<file path="config.mk">
export PLATFORM = sky130hd
export DESIGN_NAME = ejection_buffer_flat
export DESIGN_NICKNAME = d
export VERILOG_FILES = /design/src/rtl/ejection_buffer_if.sv /design/src/rtl/ejection_buffer.sv /design/src/flat_wrapper.sv
export SDC_FILE = /design/constraint.sdc
export NUM_CORES = 1
export LEC_CHECK = 0
export ABC_AREA = 1
export BUFFER_PORTS_ARGS = -buffer_cell sky130_fd_sc_hd__buf_4
export CAP_MARGIN = 20
export CORE_UTILIZATION = 35
export CTS_CLUSTER_SIZE = 40
export DETAILED_ROUTE_END_ITERATION = 8
export PLACE_DENSITY = 0.47
export SLEW_MARGIN = 20
export SYNTH_ARGS = -nofsm -noshare
export SYNTH_HDL_FRONTEND = slang
export SYNTH_SLANG_ARGS = --single-unit
</file>
<file path="constraint.sdc">
create_clock -name clk -period 5.4 [get_ports clk]
set_input_delay 0.27 -clock clk [delete_from_list [all_inputs] [get_ports clk]]
set_output_delay 0.27 -clock clk [all_outputs]
set_load 0.02 [all_outputs]
</file>
<file path="src/rtl/ejection_buffer_if.sv">
// Flit handshake bundle between the reduction tree, the ejection buffer and the local PE.
// The buffer takes the slave view; the producer/consumer side takes the master view.
interface ejection_buffer_if #(
    parameter int FLIT_SIZE = 32,
    parameter int DEPTH     = 8,
    parameter int CNT_W     = 32
);
    localparam int OCC_W = $clog2(DEPTH) + 1;

    logic [FLIT_SIZE-1:0] in;
    logic                 in_valid;
    logic                 in_avail;
    logic [FLIT_SIZE-1:0] out;
    logic                 out_valid;
    logic                 out_avail;
    logic [OCC_W-1:0]     occupancy;
    logic [CNT_W-1:0]     flit_cnt;

    modport slave (
        input  in, in_valid, out_avail,
        output in_avail, out, out_valid, occupancy, flit_cnt
    );

    modport master (
        output in, in_valid, out_avail,
        input  in_avail, out, out_valid, occupancy, flit_cnt
    );
endinterface

</file>
<file path="src/rtl/ejection_buffer.sv">
// Elastic FIFO between the reduction tree and the PE ejection port: a registered head
// flit backed by a circular store, with occupancy and accepted-flit count for perf monitoring.
module ejection_buffer #(
    parameter int FLIT_SIZE = 32,
    parameter int DEPTH     = 8,
    parameter int CNT_W     = 32
) (
    input  logic               clk,
    input  logic               rst,
    ejection_buffer_if.slave   bus
);
    localparam int PTR_W = $clog2(DEPTH);
    localparam int OCC_W = $clog2(DEPTH) + 1;

    logic [FLIT_SIZE-1:0] mem_q [DEPTH];
    logic [PTR_W-1:0]     wr_ptr_q, wr_ptr_d;
    logic [PTR_W-1:0]     rd_ptr_q, rd_ptr_d;
    logic [OCC_W-1:0]     occ_q, occ_d;
    logic [OCC_W-1:0]     st_cnt;
    logic [FLIT_SIZE-1:0] out_q, out_d;
    logic                 out_valid_q, out_valid_d;
    logic                 in_avail_q, in_avail_d;
    logic [CNT_W-1:0]     cnt_q, cnt_d;

    logic push, pop, head_free, st_empty, st_rd, st_wr, bypass;

    assign push      = bus.in_valid && in_avail_q;
    assign pop       = out_valid_q && bus.out_avail;
    // Flits in the circular store exclude the one sitting in the head register.
    assign st_cnt    = occ_q - OCC_W'(out_valid_q);
    assign st_empty  = (st_cnt == '0);
    assign head_free = !out_valid_q || pop;
    assign st_rd     = head_free && !st_empty;
    assign bypass    = push && head_free && st_empty;
    assign st_wr     = push && !bypass;

    always_comb begin
        out_d       = out_q;
        out_valid_d = out_valid_q;
        if (head_free) begin
            if (st_rd) begin
                out_d       = mem_q[rd_ptr_q];
                out_valid_d = 1'b1;
            end else if (push) begin
                out_d       = bus.in;
                out_valid_d = 1'b1;
            end else begin
                out_valid_d = 1'b0;
            end
        end
        rd_ptr_d   = rd_ptr_q + PTR_W'(st_rd);
        wr_ptr_d   = wr_ptr_q + PTR_W'(st_wr);
        occ_d      = occ_q + OCC_W'(push) - OCC_W'(pop);
        // Registered from next occupancy, so it is exact and the tree needs no skid slot.
        in_avail_d = (occ_d < OCC_W'(DEPTH));
        cnt_d      = cnt_q + CNT_W'(push);
    end

    always_ff @(posedge clk) begin
        if (!rst) begin
            wr_ptr_q    <= '0;
            rd_ptr_q    <= '0;
            occ_q       <= '0;
            out_q       <= '0;
            out_valid_q <= 1'b0;
            in_avail_q  <= 1'b0;
            cnt_q       <= '0;
        end else begin
            wr_ptr_q    <= wr_ptr_d;
            rd_ptr_q    <= rd_ptr_d;
            occ_q       <= occ_d;
            out_q       <= out_d;
            out_valid_q <= out_valid_d;
            in_avail_q  <= in_avail_d;
            cnt_q       <= cnt_d;
        end
    end

    // Storage contents need no reset; pointers and occupancy define what is live.
    always_ff @(posedge clk) begin
        if (rst && st_wr) begin
            mem_q[wr_ptr_q] <= bus.in;
        end
    end

    assign bus.in_avail  = in_avail_q;
    assign bus.out       = out_q;
    assign bus.out_valid = out_valid_q;
    assign bus.occupancy = occ_q;
    assign bus.flit_cnt  = cnt_q;

    a_occ_range: assert property (@(posedge clk) disable iff (!rst)
        occ_q <= OCC_W'(DEPTH));
    a_head_live: assert property (@(posedge clk) disable iff (!rst)
        out_valid_q == (occ_q != '0));
endmodule

</file>
<file path="src/flat_wrapper.sv">
// flat-port wrapper written by rule: the top's interface ports become plain ports
module ejection_buffer_flat 
#(
    parameter int FLIT_SIZE = 32,
    parameter int DEPTH     = 8,
    parameter int CNT_W     = 32
)
  (clk, rst, bus_in, bus_in_valid, bus_out_avail, bus_in_avail, bus_out, bus_out_valid, bus_occupancy, bus_flit_cnt);
  ejection_buffer_if #(.FLIT_SIZE(FLIT_SIZE), .DEPTH(DEPTH), .CNT_W(CNT_W)) bus_i ();
  input  logic clk;
  input  logic rst;
  input wire logic [$bits(bus_i.in)-1:0] bus_in;
  input wire logic [$bits(bus_i.in_valid)-1:0] bus_in_valid;
  input wire logic [$bits(bus_i.out_avail)-1:0] bus_out_avail;
  output wire logic [$bits(bus_i.in_avail)-1:0] bus_in_avail;
  output wire logic [$bits(bus_i.out)-1:0] bus_out;
  output wire logic [$bits(bus_i.out_valid)-1:0] bus_out_valid;
  output wire logic [$bits(bus_i.occupancy)-1:0] bus_occupancy;
  output wire logic [$bits(bus_i.flit_cnt)-1:0] bus_flit_cnt;
  assign bus_i.in = bus_in;
  assign bus_i.in_valid = bus_in_valid;
  assign bus_i.out_avail = bus_out_avail;
  assign bus_in_avail = bus_i.in_avail;
  assign bus_out = bus_i.out;
  assign bus_out_valid = bus_i.out_valid;
  assign bus_occupancy = bus_i.occupancy;
  assign bus_flit_cnt = bus_i.flit_cnt;
  ejection_buffer #(.FLIT_SIZE(FLIT_SIZE), .DEPTH(DEPTH), .CNT_W(CNT_W)) u_core (.clk(clk), .rst(rst), .bus(bus_i));
endmodule
</file>
==> impl_summary.log, run 1 <==
INFO  metric die_area = 44,900 um^2
INFO  metric first_pass_iters = 5
INFO  metric dp_hpwl = 21,100 um
INFO  metric ys_warn_count = 0
INFO  metric buffer_ports.inserted = 105
INFO  metric max_cap_violations = 0
INFO  metric clock_tree_from_tritoncts = yes
INFO  metric initial_utilization = 35.6%
INFO  metric cts_root_buf = clkbuf_16
INFO  metric timing.hold.worst_path_depth = 5
INFO  metric critical-path-top-cell-by-count = nand2_1
INFO  metric dp_worst_setup_slack = 2.60 ns
INFO  metric worst-endpoint-required = 5.89 ns
INFO  metric outcome = completed
INFO  metric fin_hold_ws = 0.175 ns
INFO  metric clock-skew-final = 0.00886 ns
INFO  metric max_clock_freq = 0.354 GHz
INFO  metric routed_wire_length_per_instance = 15.7 um
INFO  metric number_of_vias_in_the_routed_layout = 11,100
INFO  metric initial_antenna_violation_count = 0
INFO  metric grt.overflow.total = 0
INFO  metric fraction_of_final_layout_cells_sized_beyond_drive_strength_1 = 13.1%
INFO  metric totalNegativeSetupSlack = 0 ns
INFO  metric placementRows = 76
INFO  metric postLayoutSetupSlackWorst = 2.58 ns
INFO  metric number_of_flops_mapped_to_enable_cells_by_yosys = 256
INFO  metric die_w = 212 um
INFO  metric track_usage = 17.9%
INFO  metric drt-initial-drc-count = 501
INFO  metric worstRegToRegCells = 13
INFO  metric global_route_wire_length_before_repair = 61,200 um
INFO  metric clock-sinks = 332
INFO  metric timing.final.max_slew_violations = 0
INFO  metric layout-area-overhead-vs-synth = 19.5%
INFO  metric criticalPathCategory = reg -> reg
INFO  metric synth_net_count = 1,807
INFO  metric timing.critical_path.fanout_max = 70
INFO  metric synth.lib_cells_used.distinct = 32
INFO  metric setup_repair_after_global_routing_missed_its_margin = no
INFO  metric syn_area = 15,400 um^2
INFO  metric setup-violations-final = 0
INFO  metric critical_path.slowest_cell = buf_4
INFO  metric post-route-util = 42.5%
INFO  metric total_wirelength = 39,200 um
INFO  metric ys_seq_elements = 332
INFO  metric timing.critical_path.from_type = flip-flop
INFO  metric fillers = 4,289
INFO  metric bufs_on_longest_clock_path = 3
INFO  metric clock_tree.htree_level_count = 2
INFO  metric timing.max_slew.rel_slack = 31.4%
INFO  metric postPlaceCellArea = 16,700 um^2
INFO  metric gp_routability_congestion = 0.789
INFO  metric drt_drc_violations_left = 0
INFO  metric maximum_vdd_drop = 0.301 mV
INFO  metric post-cts-setup-buffers = 0
INFO  metric hold_viol = 0
INFO  metric synth_sequential_area_ratio = 59.8%
INFO  metric nNetsFinal = 1,938
INFO  metric p_leak = 8.52 nW
INFO  metric tightest_slew = 1.03 ns
INFO  metric vias_per_cell = 4.42
INFO  metric power-per-cell-area = 464 nW/um^2
INFO  metric synth.avg_cell_area = 8.77 um^2
INFO  metric timing.hold.worst.class = in -> reg
INFO  metric layout_worst_path_cycle_share = 52.3%
INFO  metric design_area = 18,400 um^2
INFO  metric timing.critical_path.arrival = 3.31 ns
INFO  metric asyncSetResetFlopFracSynth = 0%
INFO  metric detail-route-antenna-nets = 0
INFO  metric commonest_register_cell_after_synthesis = edfxtp_1
INFO  metric io-pin-count = 106
INFO  metric crit_path_cell_trace = clkinv_2, buf_4, buf_4, nand2_1, nand2_1, nand2_1, nand2_1, nand2_1, nand2_1, nand2_1, nand3_1, nand2_1, inv_1
INFO  metric antenna_cells_inserted = 0
INFO  metric report.power.total = 8.54 mW
INFO  metric clk_pin_slew_worst_paths = 0.06 ns
INFO  metric clock_latency = 0.54 ns
INFO  metric design.core.area = 43,300 um^2
INFO  metric final_cells = 2,505
INFO  metric placed_cells = 2,398
INFO  metric die_h = 212 um
INFO  metric synthCells = 1,757
INFO  metric synth_top_area_share = 49.9%
INFO  metric largest_net_degree_at_the_start_of_global_routing = 97
INFO  metric post-route-min-period = 2.82 ns
INFO  metric numCtsBuffers = 41
INFO  metric worst_path_largest_cell_delay = 0.75 ns
INFO  metric timing.critical_path.to_type = flip-flop
INFO  metric grt_pass1_vias = 10,800
INFO  metric yosys-top-cells-area = edfxtp_1 50%, nand2_1 17%, dfxtp_1 9.9%, inv_1 8.2%, nand3_1 4.7%
INFO  metric synth_area_leader_cell = edfxtp_1
[Yosys cell counts, drive strengths merged, types with 4 or more instances]
master	count
a21oi	22
buf	56
clkbuf	16
dfxtp	76
edfxtp	256
ha	13
inv	345
nand2	694
nand3	173
nand3b	6
nand4	5
nor2	50
nor3	21
o21ai	11
xnor2	4
xor2	4
[metal layers]
layer,track usage [%],share of wire [%],vias to the layer above
li1,-,-,5683
met1,23.2,46,5179
met2,31.2,49,168
met3,2.54,3.2,52
met4,4.52,1.7,0
met5,0,0,-
[flip-flops by register name, indices dropped and copies added (netlist names)]
signal / count
u_core.mem_q: 256
u_core.bus.flit_cnt: 32
u_core.bus.out: 32
u_core.bus.occupancy: 4
u_core.rd_ptr_q: 3
u_core.wr_ptr_q: 3
u_core.bus.in_avail: 1
u_core.bus.out_valid: 1
[final timing paths]
check / start / endpoint / slack (ns)
setup reg to reg: u_core.rd_ptr_q[0] / u_core.bus.out[27] / 2.58
setup / recovery: u_core.rd_ptr_q[0] / u_core.bus.out[27] / 2.58
hold reg to reg: u_core.bus.flit_cnt[31] / u_core.bus.flit_cnt[31] / 0.50
hold / removal: bus_in_valid / u_core.bus.out_valid / 0.18
[logic make-up after synthesis]
logic type                 Yosys count  synth area share (%)
xor gates and xnor gates             8                 0.455
DFF                                332                  59.8
and+or+nand+nor                    951                  26.3
adders and majority gates           14                  1.19
AOI/OAI and AO/OA                   35                  1.23
buffers and inverters              417                  11.1
[power breakdown]
part	total [mW]	switching, mW	internal, mW
Combinational	2.78	1.87	0.912
Clock	2.72	1.07	1.66
Sequential	3.04	0.127	2.91
Total	8.54	3.06	5.48
[what timing repair did]
action                                  CTS  global route
endpoints found under the setup margin    0             0
hold buffers                             32             0
resized for setup                         0             0
hold endpoints to repair                247             0
[worst max-delay path: cells and delay by family, from the launching register on]
family                 cells  cell delay [ns]
flip-flops                 1             0.48
AND/OR/NAND/NOR            9             0.72
buffers and inverters      4             1.53
[layout make-up]
type                    count  area, um^2  share of cell area (%)
repair buffers            160        1280                    6.98
clock inverters            18         173                   0.938
inverters                 345        1300                    7.05
clock buffers              57        1170                    6.35
multi-input cells        1008        4540                    24.6
well taps                 585         732                    3.98
flip-flops and latches    332        9210                    50.1
[cell usage in the layout (no fill, tap or decap), types with 2 or more instances in the layout]
| master | n |
|---|---|
| edfxtp_1 | 256 |
| clkinv_1 | 4 |
| nor3_2 | 11 |
| nand2_1 | 687 |
| nor2_1 | 45 |
| nor2_2 | 3 |
| xnor2_1 | 4 |
| inv_2 | 6 |
| inv_1 | 337 |
| nor2_4 | 2 |
| bufinv_16 | 3 |
| a21oi_1 | 21 |
| clkbuf_1 | 10 |
| nand3b_1 | 6 |
| nand3_2 | 28 |
| clkbuf_16 | 43 |
| o21ai_0 | 11 |
| nand4_1 | 5 |
| nand3_1 | 145 |
| clkbuf_8 | 4 |
| buf_4 | 127 |
| nand2_2 | 6 |
| dfxtp_1 | 74 |
| dlygate4sd3_1 | 32 |
| ha_1 | 13 |
| nor3_1 | 10 |
| xor2_1 | 4 |
| clkinv_2 | 10 |
Note: power is estimated with default switching activity, not from simulation.
==> inputs of run 2 (changes only) <==
ABC_AREA = 0   (was 1)
clock period = 2.9 ns   (was 5.4 ns; I/O delays follow)
==> run 2 against run 1 <==
Against the previous run: sequential share of layout area increased by 6.8 points; utilization increased by 1.7 points; clock skew increased by 0.011 ns; global-route usage down 1.3 points; clock power up 63%; combinational power grew 40%; cell count down 43%; critical endpoint is now u_core.mem_q[6][25]; largest power group unchanged; setup slack lost 2.3 ns.
==> impl_summary.log, run 2 <==
INFO  metric initial_antenna_violation_count = 0
INFO  metric worst-endpoint-required = 3.11 ns
INFO  metric number_of_flops_mapped_to_enable_cells_by_yosys = 256
INFO  metric layout_commonest_cell = edfxtp_1
INFO  metric criticalPathCategory = reg -> reg
INFO  metric timing.critical_path.to_type = flip-flop
INFO  metric synthCells = 771
INFO  metric asyncSetResetFlopFracSynth = 0%
INFO  metric layout-area-overhead-vs-synth = 24.0%
INFO  metric regToRegStartpoint = u_core.bus.occupancy[0]
INFO  metric number_of_vias_in_the_routed_layout = 7,466
INFO  metric largest_reg_flops = 256
INFO  metric outcome = completed
INFO  metric syn_area = 13,100 um^2
INFO  metric timing.final.max_slew_violations = 0
INFO  metric crit_path_cell_trace = inv_1, ha_1, nand2b_1, mux2_2, o311ai_2, buf_4, nor2_4, buf_4
INFO  metric synth.lib_cells_used.distinct = 45
INFO  metric most-common-layout-cells = 256 x edfxtp_1, 136 x buf_4, 70 x dfxtp_1
INFO  metric ys_warn_count = 0
INFO  metric critical-path-top-cell-by-count = buf_4
INFO  metric largest_net_degree_at_the_start_of_global_routing = 37
INFO  metric timing.max_slew.rel_slack = 38.6%
INFO  metric io-pin-count = 106
INFO  metric cts_root_buf = clkbuf_16
INFO  metric timing.hold.worst.class = in -> reg
INFO  metric global_route_wire_length_before_repair = 47,600 um
INFO  metric max_clock_freq = 0.379 GHz
INFO  metric total_wirelength = 31,100 um
INFO  metric worst_hold_startpoint = rst
INFO  metric power-per-cell-area = 874 nW/um^2
INFO  metric timing.reg2reg.setup_slack = 0.26 ns
INFO  metric tightest_slew = 0.918 ns
INFO  metric nNetsFinal = 990
INFO  metric clock_tree.htree_level_count = 2
INFO  metric detail-route-antenna-nets = 0
INFO  metric wl_met2 = 15,300 um
INFO  metric timing.critical_path.fanout_max = 25
INFO  metric setup_repair_after_global_routing_missed_its_margin = no
INFO  metric synth.avg_cell_area = 17.0 um^2
INFO  metric drt-initial-drc-count = 362
INFO  metric initial_utilization = 35.6%
INFO  metric synth_area_leader_cell = edfxtp_1
INFO  metric drt_drc_violations_left = 0
INFO  metric maximum_vdd_drop = 0.560 mV
INFO  metric clock_tree_from_tritoncts = yes
INFO  metric die_h = 195 um
INFO  metric vias_per_cell = 5.20
INFO  metric die_w = 195 um
INFO  metric synth_top_area_share = 58.8%
INFO  metric max_cap_violations = 0
INFO  metric postPlaceCellArea = 14,700 um^2
INFO  metric critical_path.slowest_cell = nor2_4
INFO  metric critical_path.startpoint = u_core.bus.occupancy[0]
INFO  metric dp_hpwl = 17,700 um
INFO  metric grt.overflow.total = 0
INFO  metric antenna_cells_inserted = 0
INFO  metric worst_path_largest_cell_delay = 0.71 ns
INFO  metric grt_pass1_vias = 7,823
INFO  metric totalNegativeSetupSlack = 0 ns
INFO  metric placementRows = 70
INFO  metric synth_net_count = 821
INFO  metric track_usage = 16.5%
INFO  metric fraction_of_final_layout_cells_sized_beyond_drive_strength_1 = 29.1%
INFO  metric fin_hold_ws = 0.0323 ns
INFO  metric layout_worst_path_cycle_share = 91.0%
INFO  metric design_area = 16,200 um^2
INFO  metric setup-violations-final = 0
INFO  metric synth_sequential_area_ratio = 70.4%
INFO  metric clock-sinks = 332
INFO  metric post-cts-setup-buffers = 0
INFO  metric numCtsBuffers = 38
INFO  metric post-route-min-period = 2.64 ns
INFO  metric design.core.area = 36,700 um^2
INFO  metric p_leak = 5.32 nW
INFO  metric yosys-top-cells-area = edfxtp_1 59%, dfxtp_1 12%, mux4_2 11%, mux2i_1 2.8%, o221ai_1 2.1%
INFO  metric clock_latency = 0.52 ns
INFO  metric most_frequent_cell_after_synthesis = edfxtp_1
INFO  metric hold_viol = 0
INFO  metric most_frequent_cells_after_synthesis = 256 x edfxtp_1, 76 x dfxtp_1, 64 x mux4_2
INFO  metric clock-skew-final = 0.0197 ns
INFO  metric die_area = 38,100 um^2
INFO  metric routed_wire_length_per_instance = 21.7 um
INFO  metric wl_met3 = 1380 um
INFO  metric clk_pin_slew_worst_paths = 0.06 ns
INFO  metric met1_length = 13,800 um
INFO  metric timing.critical_path.from_type = flip-flop
INFO  metric registers.top_by_ff_count = u_core.mem_q
INFO  metric report.power.total = 14.2 mW
INFO  metric commonest_register_cell_after_synthesis = edfxtp_1
INFO  metric buffer_ports.inserted = 105
INFO  metric first_pass_iters = 4
INFO  metric timing.critical_path.arrival = 2.85 ns
INFO  metric ys_seq_elements = 332
INFO  metric gp_routability_congestion = 0.724
INFO  metric route.top_layer_used = met4
INFO  metric bufs_on_longest_clock_path = 3
==> run 2: cell types whose count changed in the layout (fill, tap and decap cells not counted), moves of 9 or more <==
cell | previous run | this run
nor3_2 | 11 | 1
o221ai_1 | 0 | 32
nand2_1 | 687 | 17
mux4_2 | 0 | 64
nor2_1 | 45 | 16
o31ai_1 | 0 | 11
nand3_2 | 28 | 2
inv_1 | 337 | 45
mux2i_1 | 0 | 35
or4_1 | 0 | 12
nand3_1 | 145 | 9
nand4_1 | 5 | 37
buf_4 | 127 | 136
xnor2_1 | 4 | 13
==> run 2: critical path, delay by kind of cell (launching register included) <==
family | cells | cell delay [ns]
AND/OR/NAND/NOR | 2 | 0.89
buffers and inverters | 3 | 0.54
AO/OA/AOI/OAI | 1 | 0.10
flip-flops | 1 | 0.32
multiplexers | 1 | 0.26
adder cells (fa/ha/maj) | 1 | 0.22
==> run 2: cells by family after synthesis <==
group                    after synthesis  share of synthesized area [%]
multiplexers                         101                           13.9
AND/OR/NAND/NOR                      140                           6.24
adder cells (fa/ha/maj)               14                           1.40
buffers and inverters                 92                           2.81
XOR/XNOR                              15                           1.00
AO/OA/AOI/OAI                         77                           4.24
flip-flops                           332                           70.4
==> run 2: per-layer routing <==
layer  track usage, %  vias to the layer above
met5                0                        -
met4             4.58                        0
met3             2.87                       44
met2             28.2                      145
met1             21.7                     3854
li1                 -                     3423
==> run 2: final cells by class <==
class | instances | area (um^2)
Clock buffer | 56 | 1070
Clock inverter | 12 | 86.3
Fill cell | 3228 | 20500
Inverter | 46 | 173
Multi-Input combinational cell | 347 | 3600
Sequential cell | 332 | 9220
Tap cell | 468 | 586
Timing Repair Buffer | 175 | 1480
==> run 2: worst paths after layout <==
path,cells past startpoint,endpoint
hold / removal,3,u_core.bus.flit_cnt[21]
setup reg to reg,8,u_core.mem_q[6][25]
setup / recovery,8,u_core.mem_q[6][25]
hold reg to reg,2,u_core.bus.flit_cnt[31]
==> run 2: metrics by stage <==
| step | utilization (%) | cells | setup slack [ns] |
|---|---|---|---|
| after floorplan | - | 771 | 0.0439 |
| after global placement | 40.2 | 1336 | 0.218 |
| after detailed placement | 40.2 | 1336 | 0.169 |
| after CTS | 44.2 | 1436 | 0.168 |
| after global routing | 44.2 | 1436 | 0.0824 |
| final | 44.2 | 1436 | 0.262 |
==> run 2: power breakdown <==
part	leakage (nW)	switching (mW)	internal, mW	total (mW)
registers	2.93	0.358	5.48	5.84
clock network	0.565	1.80	2.64	4.44
logic	1.83	2.13	1.76	3.88
==> run 2: repair_timing <==
item                                   in CTS  in global routing
gates resized for setup                     0                  1
setup endpoints to repair                   0                  3
hold buffers                               32                  0
endpoints found under the hold margin     288                  0
==> inputs of run 3 (changes only) <==
==> constraint.sdc (replaced) <==
create_clock -name clk -period 2.9 [get_ports clk]
set_input_delay 0.145 -clock clk [delete_from_list [all_inputs] [get_ports clk]]
set_output_delay 0.145 -clock clk [all_outputs]
set_load 0.1 [all_outputs]
==> run 3 against run 2 <==
Against the previous run: total power grew 12%; via count fell by 0.19%; critical path type unchanged; sequential power increased by 0.7%; highest routed layer unchanged.
==> impl_summary.log, run 3 (synthesis results as in run 2) <==
INFO  metric io-pin-count = 106
INFO  metric clock_tree.htree_level_count = 2
INFO  metric timing.critical_path.fanout_max = 18
INFO  metric global_route_wire_length_before_repair = 48,000 um
INFO  metric drt-initial-drc-count = 345
INFO  metric max_cap_violations = 0
INFO  metric worst_path_largest_cell_delay = 0.66 ns
INFO  metric layout_commonest_cell = edfxtp_1
INFO  metric regToRegEndpoint = u_core.bus.flit_cnt[18]
INFO  metric fin_hold_ws = 0.121 ns
INFO  metric area_of_the_multi_input_gates = 3620 um^2
INFO  metric timing.reg2reg.setup_slack = 0.23 ns
INFO  metric seq_area = 9240 um^2
INFO  metric dp_worst_setup_slack = 0.0934 ns
INFO  metric timing.critical_path.to_type = flip-flop
INFO  metric setup-violations-final = 0
INFO  metric fraction_of_final_layout_cells_sized_beyond_drive_strength_1 = 29.6%
INFO  metric design.core.area = 36,700 um^2
INFO  metric grt.overflow.total = 0
INFO  metric worst_path_dominant_cell_family = simple AND/OR/NAND/NOR gates
INFO  metric timing.hold.worst.class = in -> reg
INFO  metric p_leak = 5.31 nW
INFO  metric detail-route-antenna-nets = 0
INFO  metric fillers = 3,229
INFO  metric routed_wire_length_per_instance = 22.2 um
INFO  metric die_h = 195 um
INFO  metric report.power.total = 15.9 mW
INFO  metric max_clock_freq = 0.374 GHz
INFO  metric placed_cells = 1,331
INFO  metric outcome = completed
INFO  metric hold_viol = 0
INFO  metric clock_tree_from_tritoncts = yes
INFO  metric post-route-min-period = 2.67 ns
INFO  metric worstRegToRegCells = 8
INFO  metric die_area = 38,100 um^2
INFO  metric total_wirelength = 31,700 um
INFO  metric postPlaceCellArea = 14,700 um^2
INFO  metric most-common-layout-cells = 256 x edfxtp_1, 131 x buf_4, 66 x dfxtp_1
INFO  metric clock_latency = 0.52 ns
INFO  metric initial_antenna_violation_count = 0
INFO  metric largest_reg_flops = 256
INFO  metric timing.hold.worst_path_depth = 3
INFO  metric tightest_slew = 0.954 ns
INFO  metric die_w = 195 um
INFO  metric criticalPathCategory = reg -> reg
INFO  metric drt_drc_violations_left = 0
INFO  metric gp_routability_congestion = 0.742
INFO  metric maximum_vdd_drop = 0.576 mV
INFO  metric numCtsBuffers = 38
INFO  metric postLayoutSetupSlackWorst = 0.228 ns
INFO  metric crit_buf_inv = 1
INFO  metric power-per-cell-area = 976 nW/um^2
INFO  metric number_of_vias_in_the_routed_layout = 7,452
INFO  metric cts_root_buf = clkbuf_16
INFO  metric registers.top_by_ff_count = u_core.mem_q
INFO  metric layout-area-overhead-vs-synth = 24.3%
INFO  metric setup_repair_after_global_routing_missed_its_margin = no
INFO  metric final_cells = 1,431
INFO  metric post-cts-setup-buffers = 0
INFO  metric design_area = 16,200 um^2
INFO  metric first_pass_iters = 4
INFO  metric dp_hpwl = 18,500 um
INFO  metric track_usage = 16.7%
INFO  metric worst-endpoint-required = 3.34 ns
INFO  metric vias_per_cell = 5.21
INFO  metric bufs_on_longest_clock_path = 3
INFO  metric clock-sinks = 332
INFO  metric critical_path.slowest_cell = or4_4
INFO  metric clock-skew-final = 0.0114 ns
INFO  metric worst_hold_startpoint = bus_in_valid
INFO  metric layout_worst_path_cycle_share = 92.2%
INFO  metric timing.critical_path.arrival = 3.11 ns
INFO  metric worst_hold_path.endpoint = u_core.bus.out_valid
INFO  metric regToRegStartpoint = u_core.bus.in_avail
INFO  metric timing.critical_path.from_type = flip-flop
INFO  metric placementRows = 70
INFO  metric timing.max_slew.rel_slack = 36.2%
INFO  metric antenna_cells_inserted = 0
INFO  metric initial_utilization = 35.6%
INFO  metric largest_net_degree_at_the_start_of_global_routing = 37
INFO  metric timing.final.max_slew_violations = 0
INFO  metric grt_pass1_vias = 7,882
INFO  metric crit_path_cell_trace = nand2_1, inv_1, ha_1, ha_1, nand2_1, or4_4, or4_1, a21oi_1
INFO  metric buffer_ports.inserted = 105
INFO  metric clk_pin_slew_worst_paths = 0.06 ns
INFO  metric nNetsFinal = 986
run 3: cell types whose count changed in the layout (fill, tap and decap cells not counted), sizes merged:
cell / before / now
clkbuf: 56 / 54
clkinvlp: 0 / 1
dlygate4sd3: 32 / 33
inv: 47 / 46
buf: 143 / 138
clkinv: 10 / 11
run 3: how the worst max path moves through the flow:
stage	end	cells after the start	slack, ns	start
global route	u_core.bus.flit_cnt[18]	8	0.04	u_core.bus.in_avail
floorplan	u_core.mem_q[4][0]	6	-0.03	u_core.bus.occupancy[0]
detailed placement	u_core.bus.flit_cnt[18]	8	0.09	u_core.bus.in_avail
global placement	u_core.bus.flit_cnt[26]	8	0.21	u_core.bus.in_avail
finish	u_core.bus.flit_cnt[18]	8	0.23	u_core.bus.in_avail
CTS	u_core.bus.flit_cnt[18]	8	0.07	u_core.bus.in_avail
run 3: tightest hold or removal path: stages:
cell and delay (ns):
buf_4 0.08, nand2_1 0.16, a41oi_1 0.21
run 3: layer usage:
metal  share of wire [%]  global-route usage (%)
met1                  44                    22.5
met2                  50                    28.1
met3                 4.4                    3.02
met4                 1.3                    3.82
met5                   0                       0
run 3: where the power goes:
part / internal (mW) / switching, mW
registers: 5.50 / 0.378
clock network: 2.70 / 1.79
logic: 1.74 / 3.75
total: 9.94 / 5.92
run 3: cell type report:
cell class	count	share of cell area (%)
Tap cell	468	3.60
Inverter	46	1.08
Sequential cell	332	56.8
Multi-Input combinational cell	347	22.3
Clock buffer	54	6.74
Timing Repair Buffer	171	8.95
Clock inverter	13	0.516
run 3: stage by stage:
stage                     setup TNS [ns]  utilization, %
after CTS                              0            44.3
after detailed placement               0            40.2
after floorplan                   -0.902               -
after global placement                 0            40.2
after global routing                   0            44.3
final                                  0            44.3
run 3: what timing repair did:
action | CTS | global route
gates resized for setup | 0 | 1
hold buffers | 33 | 0
endpoints found under the hold margin | 290 | 0
endpoints found under the setup margin | 0 | 6
